--- src/rtl/pc_redirect_ctrl.sv ---
// pc_redirect_ctrl: fetch PC register applying branch/call/ret redirects from execute,
// with a circular return-address stack and a timed wrong-path flush.
module pc_redirect_ctrl #(
  parameter logic [18:0] RESET_PC     = 19'h0,
  parameter int          RAS_DEPTH    = 8,
  parameter int          FLUSH_CYCLES = 2
) (
  input  logic                         clk,
  input  logic                         reset_n,
  input  logic                         valid_i,
  input  logic                         stall_i,
  input  logic                         is_b_type_ctl_i,
  input  logic [2:0]                   instr_func3_ctl_i,
  input  logic                         branch_taken_i,
  input  logic [18:0]                  pc_i,
  input  logic [18:0]                  imm_i,
  output logic [18:0]                  pc_o,
  output logic                         flush_o,
  output logic [$clog2(RAS_DEPTH):0]   ras_count_o,
  output logic                         ras_ovf_o,
  output logic                         ras_unf_o
);
  localparam int AW = $clog2(RAS_DEPTH);
  localparam int CW = AW + 1;
  typedef enum logic {RUN, FLUSH} state_t;
  state_t        state;
  logic [2:0]    cnt;
  logic [AW-1:0] top;
  logic [18:0]   ras [RAS_DEPTH];
  logic          acc, cond, push, pop, unf, full, redir;
  logic [18:0]   target;
  // top points at the next free slot; when full that slot holds the oldest entry
  always_comb begin
    acc    = valid_i & is_b_type_ctl_i & !stall_i & (state == RUN);
    cond   = instr_func3_ctl_i < 3'd6;
    push   = acc & (instr_func3_ctl_i == 3'd6);
    pop    = acc & (instr_func3_ctl_i == 3'd7) & (ras_count_o != '0);
    unf    = acc & (instr_func3_ctl_i == 3'd7) & (ras_count_o == '0);
    full   = ras_count_o == CW'(RAS_DEPTH);
    redir  = (acc & cond & branch_taken_i) | push | pop;
    target = pop ? ras[top - 1'b1] : pc_i + imm_i;
  end
  always_ff @(posedge clk or negedge reset_n) begin
    if (!reset_n) begin
      pc_o        <= RESET_PC;
      flush_o     <= 1'b0;
      ras_count_o <= '0;
      ras_ovf_o   <= 1'b0;
      ras_unf_o   <= 1'b0;
      state       <= RUN;
      cnt         <= '0;
      top         <= '0;
    end else if (!stall_i) begin
      pc_o <= redir ? target : pc_o + 19'd1;
      if (push) begin
        top <= top + 1'b1;
        if (full) ras_ovf_o <= 1'b1;
        else ras_count_o <= ras_count_o + 1'b1;
      end
      if (pop) begin
        top         <= top - 1'b1;
        ras_count_o <= ras_count_o - 1'b1;
      end
      if (unf) ras_unf_o <= 1'b1;
      if (redir) begin
        state   <= FLUSH;
        flush_o <= 1'b1;
        cnt     <= 3'(FLUSH_CYCLES - 1);
      end else if (state == FLUSH) begin
        if (cnt == '0) begin
          state   <= RUN;
          flush_o <= 1'b0;
        end else cnt <= cnt - 1'b1;
      end
    end
  end
  always_ff @(posedge clk) begin
    if (push) ras[top] <= pc_i + 19'd1;
  end
endmodule

--- config.mk ---
export PLATFORM = sky130hd
export DESIGN_NAME = pc_redirect_ctrl
export DESIGN_NICKNAME = d
export VERILOG_FILES = /design/src/rtl/pc_redirect_ctrl.sv
export SDC_FILE = /design/constraint.sdc
export NUM_CORES = 1
export LEC_CHECK = 0
export CORE_MARGIN = 4
export CORE_UTILIZATION = 30
export DETAILED_ROUTE_END_ITERATION = 8
export GPL_ROUTABILITY_DRIVEN = 0
export GPL_TIMING_DRIVEN = 0
export PLACE_DENSITY = 0.52
export SLEW_MARGIN = 20
export SYNTH_ARGS = -nofsm -noshare
export SYNTH_HDL_FRONTEND = slang
export SYNTH_SLANG_ARGS = --single-unit
--- constraint.sdc ---
create_clock -name clk -period 5 [get_ports clk]
set_input_delay 0.75 -clock clk [delete_from_list [all_inputs] [get_ports clk]]
set_output_delay 0.75 -clock clk [all_outputs]
set_load 0.005 [all_outputs]
## After elaboration in Yosys (flattened, before gate mapping)

Memories as Yosys holds them, arrays and structs flattened.
Cells that the tools add are included.
W data, S select, Z words.

- Bits in writable memories: 152
- Bits of input ports: 47
- Register bits: 33
- Memories kept: 1
- Output and inout bits: 26
- Logic and storage cells: 67

- Bitwise operators: 13
- Muxes and demuxes: 18
- Magnitude comparators: 1
- Add/subtract/negate cells: 8
- Reduce and logical (&&, ||, !) cells: 13
- Eq/ne operators: 5

Memories:

| memory | depth | bits a word | read ports | clocked after memory_dff | wr ports | line | RTL |
|---|---|---|---|---|---|---|---|
| ras | 8 | 19 | 1 | 0 | 1 | 29 | `logic [18:0] ras [RAS_DEPTH];` |

Operators by type and width:

| operator | number |
|---|---|
| $add A19 B1 Y19 const B | 2 |
| $mux W19 | 2 |
| $add A19 B19 Y19 | 1 |
| $mux W3 | 5 |
| $mux W4 | 3 |
| $reduce_and A3 Y1 | 4 |
| $and A1 B1 Y1 | 9 |
| $mux W1 | 8 |
| $eq A3 B3 Y1 const B | 2 |
| $reduce_bool A2 Y1 | 3 |
| $sub A3 B1 Y3 const B | 2 |
| $add A4 B1 Y4 const B | 1 |
| $eq A4 B4 Y1 const B | 1 |
| $logic_not A4 Y1 | 1 |
| $ne A2 B2 Y1 const B | 2 |
| $reduce_and A2 Y1 | 2 |
| $reduce_bool A4 Y1 | 1 |
| $sub A4 B1 Y4 const B | 1 |
| $add A3 B1 Y3 const B | 1 |
| $logic_not A3 Y1 | 1 |
| $lt A3 B3 Y1 const B | 1 |
| $not A1 Y1 | 2 |
| $or A1 B1 Y1 | 2 |
| $logic_not A1 Y1 | 1 |

## Logic depth before layout (Yosys ltp)

Gate-level depths: netlist (run 1).

- Depth after elaboration: 9
- Depth in mapped cells: 12
- Depth with buffers taken out: 9

## Worst setup path before layout (run 1)

No wires, ideal clock.

- Path kind: input port to flip-flop
- From: input stall_i
- To: memory ras[0][0], enable pin
- Setup time: 0.444 ns
- Setup slack: 1.140 ns
- Data required time: 4.556 ns
- Buffers on the path: 1
- Arrival: 3.417 ns
- Stages: 5
- Cell sequence: buf_6 > and4bb_2 > nand2_1 > or2_1 > nor4_1

- Longest elaborated chain between the ends: 6

RTL lines:

| item | line | RTL |
|---|---|---|
| start, declared | 11 | `input logic stall_i,` |
| $logic_not A1 Y1 | n/a |  |
| $and A1 B1 Y1 (2 in series) | 34 | `acc = valid_i & is_b_type_ctl_i & !stall_i & (state == RUN);` |
| $and A1 B1 Y1 | 36 | `push = acc & (instr_func3_ctl_i == 3'd6);` |
| $mux W1 | 78 | `if (push) ras[top] <= pc_i + 19'd1;` |
| $mux W1 (not written as such) | 78 |  |
| end, declared | 29 |  |

No other way between the ends.

## Final worst setup path (run 1)

- From: register top[0]
- To: register pc_o[4]

- Longest elaborated chain between the ends: 4

RTL lines:

| item | line | RTL |
|---|---|---|
| start, declared | 28 | `logic [AW-1:0] top;` |
| start signal, assigned | 56 | `top <= top + 1'b1;` |
| start signal, assigned | 61 | `top <= top - 1'b1;` |
| $sub A3 B1 Y3 | 41 | `target = pop ? ras[top - 1'b1] : pc_i + imm_i;` |
| $mem_v2 Z8 W19 | n/a |  |
| $mux W19 | 41 |  |
| $mux W19 | 54 | `pc_o <= redir ? target : pc_o + 19'd1;` |
| end signal, assigned | 54 |  |
| end, declared | 17 | `output logic [18:0] pc_o,` |

No other way between the ends.
A chain may end at the register's enable or synchronous reset.

==> results.sh, run 1 <==
export IMPL_final_cell_count_no_fill=1182
export IMPL_clockBufferDepth=2
export IMPL_hold_class="in2async"
export IMPL_antenna_found_initial=1
export IMPL_worstMarginPinSlew_ns=0.8974
export IMPL_period_share_pct=74.96
export IMPL_insertion_delay_ns=0.44
export IMPL_antenna_cells=0
export IMPL_fmax_mhz=266.8
export IMPL_fin_nets=854
export IMPL_grt_pass1_wl_mm=38.35
export IMPL_cp_cell_sequence="buf_4 > buf_2 > inv_1 > ha_1 > clkbuf_1 > buf_1 > mux4_2 > nor2_1 > nor2_1 > o21ai_0 > a21oi_1"
export IMPL_cts_hold_buf=0
export IMPL_grt_pass1_vias=5921
export IMPL_min_period_ns=3.748
export IMPL_syn_inst=670
export IMPL_cts_resized=0
export IMPL_drc=0
export IMPL_drt_iter0_drc=510
export IMPL_synth_nets=745
export IMPL_post_drt_wl_per_cell_um=22.04
export IMPL_portBuffers=70
export IMPL_dp_cells=1150
export IMPL_clkTransAtPathRegs_ns=0.08
export IMPL_critPathSlowestCell="buf_1"
export IMPL_crit_path_end_kind="register"
export IMPL_dp_hpwl_mm=19.34
export IMPL_synth_top_area_cell="edfxtp_1"
export IMPL_vias_per_cell=5.107
export IMPL_path_max_fanout=10
export IMPL_status="finished, final reports clean"
export IMPL_ys_flop_type="edfxtp_1"
export IMPL_die_width_um=183.2
export IMPL_ys_async_sr_fraction_pct=17.84
export IMPL_cp_start_kind="register"
export IMPL_syn_avg_cell_area_um2=13.75
export IMPL_hold_ws_ns=0.2477
export IMPL_ys_ff_latch=185
export IMPL_vdd_ir_drop_worst_uv=279.0
export IMPL_grt_usage_pct=15.51
export IMPL_synthToLayoutAreaGrowth_pct=22.82
export IMPL_dr_pass1_iters=5
export IMPL_postRouteAntennaNets=0
export IMPL_initial_core_util_pct=30.75
export IMPL_synth_area_leaders="edfxtp_1 (50%), mux4_2 (9.3%), dfrtp_1 (9.0%)"
export IMPL_hold_viol=0
export IMPL_netlist_area_leader_share_pct=49.56
export IMPL_clock_skew_ns=0.01259
export IMPL_clock_sinks=185
export IMPL_path_common_cell="nor2_1"
export IMPL_synth_area_um2=9210
export IMPL_slew_viol_final=0
export IMPL_core_um2=29950
export IMPL_post_cts_buffers=0
export IMPL_h_tree_depth=4
export IMPL_drive_above_1_share_pct=19.32
export IMPL_wirelength_mm=26.06
export IMPL_yosys_warnings=0
export IMPL_io_pins=73
export IMPL_multi_input_area_um2=3602
export IMPL_cts_tree="done"
export IMPL_setup_violations=0
export IMPL_vias=6037
export IMPL_leakage_nw=3.914
export IMPL_dpl_worst_slack_ns=1.112
export IMPL_yosysMostFrequentCell="edfxtp_1"
export IMPL_dieArea_um2=33570
export IMPL_seq_area_um2=5390
export IMPL_crit_type="reg2reg"
export IMPL_clock_root_buffer="clkbuf_16"
export IMPL_ys_seq_area_share_pct=58.52
export IMPL_required_ns=5.29
export IMPL_critPathMaxStageDelay_ns=0.59
export IMPL_overflow=0
export IMPL_placementRows=63
export IMPL_power_density_nw_per_um2=463.6
export IMPL_die_y_um=183.2
export IMPL_fillers=2850
export IMPL_numCtsBuffers=17
export IMPL_synthTopCellsByCount="edfxtp_1 (152), nand2_1 (71), a21oi_1 (39), mux4_2 (38), dfrtp_1 (33)"
export IMPL_arrival_ns=4.04
export IMPL_yosys_cell_types_count=74
export IMPL_setup_slack_ns=1.252
export IMPL_maxCapViolCount=0
export IMPL_rsz0062_at_grt="false"
export IMPL_slew_headroom_pct=40.12
export IMPL_grt_max_degree=23
export IMPL_synth_enable_flop_cells=152
power by group:
part           internal, W  leakage [nW]  switching, W
Clock             0.000694         0.303      0.000702
Combinational     0.000876          1.85      0.000984
Sequential         0.00180          1.76      0.000192
Total              0.00337          3.91       0.00188
registers in the layout, indices dropped and copies added (netlist names):
register	count
cnt	3
flush_o	1
pc_o	19
ras	152
ras_count_o	4
ras_ovf_o	1
ras_unf_o	1
state	1
top	3
placed cells by master, fill, tap and decap left out, types with 15 or more instances in the layout:
master,instances
ha_1,26
dfrtp_1,33
xnor2_1,27
o21ai_0,25
clkbuf_16,17
mux4_2,38
nand3_1,29
a21oi_1,39
buf_4,16
buf_2,15
edfxtp_1,152
nand2_1,71
clkdlybuf4s50_1,69
nor2_1,29
inv_1,20
logic make-up after synthesis:
logic type      share of synthesized area (%)
flops                                   58.52
fa+ha+maj                               3.967
buf+inv                                 2.975
xor+xnor                                3.600
simple gates                            10.49
mux                                     10.12
compound gates                          10.32
through the flow:
step | TNS [ns] | util (%) | total power [W] | instance area [µm²]
after floorplan | 0 | - | 0.003154 | 9210
after global placement | -81.85 | 34.72 | 0.003861 | 10400
after detailed placement | 0 | 35.66 | 0.003890 | 10680
after CTS | 0 | 37.77 | 0.005290 | 11310
after global routing | 0 | 37.77 | 0.005525 | 11310
final | 0 | 37.77 | 0.005244 | 11310
worst max-delay path, delay by kind of cell (launching register included):
kind / cells / cell delay, ns
flops: 1 / 0.37
simple gates: 2 / 0.17
buf+inv: 5 / 1.64
compound gates: 2 / 0.69
mux: 1 / 0.42
fa+ha+maj: 1 / 0.30
cell type report:
class                           instances  area share [%]
Inverter                               21          0.7411
Timing Repair Buffer                   90           8.207
Tap cell                              390           4.314
Clock inverter                         15           1.803
Sequential cell                       185           47.65
Multi-Input combinational cell        435           31.84
Clock buffer                           17           3.761
Buffer                                 29           1.681
final timing paths:
path | cells after the start | endpoint | slack (ns) | from
setup / recovery | 11 | pc_o[4] | 1.25 | top[0]
hold / removal | 1 | ras_count_o[3] | 0.25 | reset_n
setup reg to reg | 11 | pc_o[4] | 1.25 | top[0]
hold reg to reg | 1 | ras_unf_o | 0.47 | ras_unf_o
max in group asynchronous | 2 | pc_o[15] | 4.30 | reset_n
min in group clk | 1 | ras_unf_o | 0.47 | ras_unf_o
layer usage:
layer	wire length (µm)	vias up	share of wire (%)	track usage, %
met5	13	-	0.050	0
met4	303	2	1.2	3.427
met3	1817	19	7.0	4.839
met2	11750	185	45	22.90
met1	12170	3009	47	22.53
li1	-	2822	-	-
Power figures use the tool's default switching activity.
==> run 2, diff against run 1 <==
clock period = 3.47 ns   (was 5 ns; I/O delays follow)
==> results.sh, run 2 (synthesis results as in run 1) <==
export IMPL_critPathMaxStageDelay_ns=0.53
export IMPL_intPower_w=0.004880
export IMPL_pwr_share_clk_pct=26.7
export IMPL_grt_pass1_wl_mm=39.02
export IMPL_clock_sinks=185
export IMPL_crit_path_end_kind="register"
export IMPL_numCtsBuffers=17
export IMPL_grt_most_used_layer="met2"
export IMPL_grt_pass1_vias=6069
export IMPL_leakage_nw=3.898
export IMPL_grt_max_degree=28
export IMPL_post_drt_wl_per_cell_um=22.21
export IMPL_top_regs="ras x152, pc_o x19, ras_count_o x4"
export IMPL_reg2reg_from="top[0]"
export IMPL_final_util_pct=37.84
export IMPL_fin_nets=850
export IMPL_dieArea_um2=33570
export IMPL_vias=6117
export IMPL_power_switching_w=0.002769
export IMPL_required_ns=3.77
export IMPL_min_period_ns=3.231
export IMPL_use_met1_pct=22.44
export IMPL_core_um2=29950
export IMPL_clkTransAtPathRegs_ns=0.08
export IMPL_slew_viol_final=0
export IMPL_clock_root_buffer="clkbuf_16"
export IMPL_dp_hpwl_mm=19.04
export IMPL_placementRows=63
export IMPL_clockBufferDepth=2
export IMPL_insertion_delay_ns=0.45
export IMPL_maxCapViolCount=0
export IMPL_crit_type="reg2reg"
export IMPL_clock_skew_ns=0.02005
export IMPL_slew_headroom_pct=43.90
export IMPL_cp_cell_sequence="buf_4 > buf_2 > inv_1 > ha_1 > clkbuf_4 > mux4_2 > nand2_1 > a21oi_1 > a311oi_2 > a311oi_1"
export IMPL_die_width_um=183.2
export IMPL_grt_usage_pct=15.82
export IMPL_status="finished, final reports clean"
export IMPL_cts_tree="done"
export IMPL_antenna_cells=0
export IMPL_cp_start_kind="register"
export IMPL_power_density_nw_per_um2=674.9
export IMPL_portBuffers=70
export IMPL_vias_per_cell=5.193
export IMPL_fmax_mhz=309.5
export IMPL_critPathSlowestCell="ha_1"
export IMPL_layout_commonest_cell="edfxtp_1"
export IMPL_vdd_ir_drop_worst_uv=379.4
export IMPL_wirelength_mm=26.17
export IMPL_die_y_um=183.2
export IMPL_hold_ws_ns=0.4429
export IMPL_rsz0062_at_grt="false"
export IMPL_top_register="ras"
export IMPL_dr_pass1_iters=5
export IMPL_grtUsageMet2_pct=24.80
export IMPL_drive_above_1_share_pct=19.42
export IMPL_overflow=0
export IMPL_drc=0
export IMPL_layout_common_cells="edfxtp_1 (152), nand2_1 (71), clkdlybuf4s50_1 (69), a21oi_1 (38), mux4_2 (38)"
export IMPL_dpl_worst_slack_ns=-0.2271
export IMPL_antenna_found_initial=0
export IMPL_initial_core_util_pct=30.75
export IMPL_hold_viol=0
export IMPL_path_max_fanout=10
export IMPL_p_comb_share_pct=35.9
export IMPL_fillers=2852
export IMPL_r2r_end="pc_o[6]"
export IMPL_r2r_slack_ns=0.24
export IMPL_drt_iter0_drc=615
export IMPL_arrival_ns=3.53
export IMPL_hold_class="in2async"
export IMPL_postRouteAntennaNets=0
export IMPL_path_delay_family="buffers and inverters"
export IMPL_period_share_pct=93.13
export IMPL_setup_violations=0
export IMPL_setup_slack_ns=0.2385
export IMPL_ff2ff_path_depth=10
export IMPL_gr_usage_met3_pct=3.292
export IMPL_h_tree_depth=4
export IMPL_synthToLayoutAreaGrowth_pct=23.07
export IMPL_seq_power_share_pct=37.4
export IMPL_worst_path_buf_inv=4
export IMPL_io_pins=73
export IMPL_post_cts_buffers=0
export IMPL_sw_frac_of_total_pct=36.20
export IMPL_largest_reg_flops=152
export IMPL_worstMarginPinSlew_ns=0.8370
## run 2: layout make-up
type	count	area [µm²]	share of cell area (%)
multi-input combinational	435	3647	32.18
clock buffer	17	425.4	3.753
clock inverter	15	203.9	1.799
sequential	185	5390	47.56
inverter	21	83.83	0.7396
buffer	28	190.2	1.678
timing repair buffer	87	905.9	7.992
tap	390	488.0	4.305
## run 2: how the worst max path moves through the flow
stage / start / cells after the start / slack [ns] / endpoint
after floorplan: stall_i / 5 / 0.33 / ras[4][0]
after global placement: valid_i / 5 / -2.07 / ras[4][16]
after detailed placement: top[0] / 11 / -0.23 / pc_o[4]
after CTS: top[0] / 11 / 0.005 / pc_o[4]
after global routing: top[0] / 10 / 0.10 / pc_o[8]
final: top[0] / 10 / 0.24 / pc_o[6]
## run 2: routing by layer
layer  vias up  share of wire [%]
met1      3053                 46
met2       220                 46
met4         0                1.6
met3        27                5.9
met5         -                  0
li1       2817                  -
## run 2: worst reg2reg max path, stage by stage, from the launching register on
cell and delay (ns):
dfrtp_1 0.38, buf_4 0.24, buf_2 0.35, inv_1 0.16
ha_1 0.53, clkbuf_4 0.34, mux4_2 0.33, nand2_1 0.08
a21oi_1 0.10, a311oi_2 0.48, a311oi_1 0.10
## run 2: through the flow
step	power (W)	instance area, µm²	std cells	TNS (ns)
2_1_floorplan	0.004547	9216	670	0
3_3_place_gp	0.005568	10410	1130	-209.00
3_5_place_dp	0.005620	10660	1146	-0.7169
4_1_cts	0.007658	11310	1179	0
5_1_grt	0.008060	11330	1178	0
6_report	0.007649	11330	1178	0
## run 2: power by group through the flow
stage	clock [W]	combinational, W	sequential, W
floorplan	0	0.00171	0.00284
global placement	0	0.00267	0.00290
detailed placement	0	0.00271	0.00291
CTS	0.00207	0.00273	0.00286
global route	0.00216	0.00300	0.00290
finish	0.00204	0.00275	0.00286
## run 2: repair_timing
action	4_1_cts	5_1_grt
endpoints found under the setup margin	5	11
hold endpoints to repair	6	0
resized for setup	2	6
hold buffers	1	0
==> run 3, diff against run 2 <==
DONT_BUFFER_PORTS = 1   (was default)
PLACE_DENSITY = 0.49   (was 0.52)
==> results.sh, run 3 (synthesis results as in run 1) <==
export IMPL_status="finished, final reports clean"
export IMPL_post_cts_buffers=0
export IMPL_slew_viol_final=0
export IMPL_antenna_found_initial=0
export IMPL_layout_common_cells="edfxtp_1 (152), nand2_1 (71), a21oi_1 (38), mux4_2 (38), dfrtp_1 (33)"
export IMPL_crit_type="reg2reg"
export IMPL_drive_above_1_share_pct=21.28
export IMPL_grt_usage_pct=15.80
export IMPL_overflow=0
export IMPL_io_pins=73
export IMPL_rsz0062_at_grt="false"
export IMPL_crit_end="pc_o[7]"
export IMPL_seq_area_um2=5390
export IMPL_vias=5975
export IMPL_path_max_fanout=10
export IMPL_clock_root_buffer="clkbuf_16"
export IMPL_required_ns=3.76
export IMPL_insertion_delay_ns=0.44
export IMPL_antenna_cells=0
export IMPL_wirelength_mm=26.44
export IMPL_dieArea_um2=33570
export IMPL_clockBufferDepth=2
export IMPL_hold_viol=0
export IMPL_period_share_pct=93.72
export IMPL_r2r_slack_ns=0.22
export IMPL_dr_pass1_iters=5
export IMPL_fin_tns_setup_ns=0
export IMPL_clock_skew_ns=0.008597
export IMPL_slew_headroom_pct=42.83
export IMPL_cp_start_kind="register"
export IMPL_core_um2=29950
export IMPL_top_regs="ras x152, pc_o x19, ras_count_o x4"
export IMPL_dpl_worst_slack_ns=-0.1268
export IMPL_leakage_nw=3.617
export IMPL_postRouteAntennaNets=0
export IMPL_final_cell_count_no_fill=1109
export IMPL_dp_hpwl_mm=19.56
export IMPL_die_y_um=183.2
export IMPL_setup_violations=0
export IMPL_layout_commonest_cell="edfxtp_1"
export IMPL_maxCapViolCount=0
export IMPL_dp_cells=1076
export IMPL_numCtsBuffers=17
export IMPL_synthToLayoutAreaGrowth_pct=15.28
export IMPL_post_drt_wl_per_cell_um=23.84
export IMPL_worstMarginPinSlew_ns=0.8510
export IMPL_reg2reg_from="top[0]"
export IMPL_grt_pass1_vias=5993
export IMPL_crit_path_end_kind="register"
export IMPL_grt_max_degree=34
export IMPL_cts_tree="done"
export IMPL_power_density_nw_per_um2=681.4
export IMPL_setup_slack_ns=0.2180
export IMPL_hold_class="in2reg"
export IMPL_clock_sinks=185
export IMPL_initial_core_util_pct=30.75
export IMPL_clkTransAtPathRegs_ns=0.08
export IMPL_portBuffers=0
export IMPL_multi_input_area_um2=3650
export IMPL_fillers=2922
export IMPL_grt_pass1_wl_mm=39.39
export IMPL_placementRows=63
export IMPL_fin_nets=782
export IMPL_h_tree_depth=4
export IMPL_startpoint="top[0]"
export IMPL_die_width_um=183.2
export IMPL_top_register="ras"
export IMPL_fmax_mhz=307.5
export IMPL_r2r_end="pc_o[7]"
export IMPL_largest_reg_flops=152
export IMPL_min_period_ns=3.252
export IMPL_holdCritStartpoint="pc_i[0]"
export IMPL_ff2ff_path_depth=11
export IMPL_vias_per_cell=5.388
export IMPL_arrival_ns=3.54
export IMPL_drt_iter0_drc=583
export IMPL_vdd_ir_drop_worst_uv=363.0
export IMPL_drc=0
run 3: power breakdown:
part           total, W  internal (W)  switching (W)
logic           0.00235       0.00102        0.00133
registers       0.00291       0.00259       0.000328
clock network   0.00197       0.00102       0.000946
total           0.00723       0.00463        0.00260
run 3: worst min-delay path by stage:
stage	end	slack, ns	depth (start not counted)
6_report	ras[1][0]	0.36	1
2_1_floorplan	cnt[0]	0.22	0
3_3_place_gp	ras_count_o[3]	0.23	0
5_1_grt	ras[1][0]	0.36	1
3_5_place_dp	ras_count_o[3]	0.23	0
4_1_cts	ras[5][0]	0.34	1
run 3: layout make-up:
| class | instances | share of cell area [%] |
|---|---|---|
| inverters | 21 | 0.7895 |
| clock inverters | 14 | 1.544 |
| multi-input cells | 435 | 34.37 |
| repair buffers | 18 | 2.086 |
| plain buffers | 29 | 1.838 |
| flip-flops and latches | 185 | 50.77 |
| clock buffers | 17 | 4.007 |
| well taps | 390 | 4.596 |
run 3: critical path: stages, from the launching register on:
cell and delay [ns]:
dfrtp_1 0.36, buf_4 0.23, buf_2 0.33, inv_1 0.14, ha_1 0.30, clkbuf_1 0.27
buf_2 0.39, mux4_2 0.35, nand2_1 0.08, a21oi_1 0.07, a21oi_1 0.47, a221oi_2 0.11
run 3: timing repair:
item	CTS	global route
hold endpoints to repair	33	0
endpoints found under the setup margin	3	6
hold buffers	2	0
resized for setup	2	7
run 3: metrics by stage:
step                      instance area [µm²]  hold WS [ns]  utilization (%)  power [W]
after floorplan                          9216        0.2249                -   0.004547
after global placement                   9704        0.2265            32.40   0.005216
after detailed placement                 9955        0.2261            33.23   0.005281
after CTS                               10580        0.3421            35.33   0.007250
after global routing                    10620        0.3623            35.45   0.007632
final                                   10620        0.3605            35.45   0.007234
run 3: per-layer routing:
metal	routed length [µm]	up-vias	share of wire (%)	GRT usage, %
li1	-	2672	-	-
met1	12310	3083	47	22.76
met2	11390	210	43	22.97
met3	2607	10	9.9	6.486
met4	133	0	0.50	2.354
met5	0	-	0	0
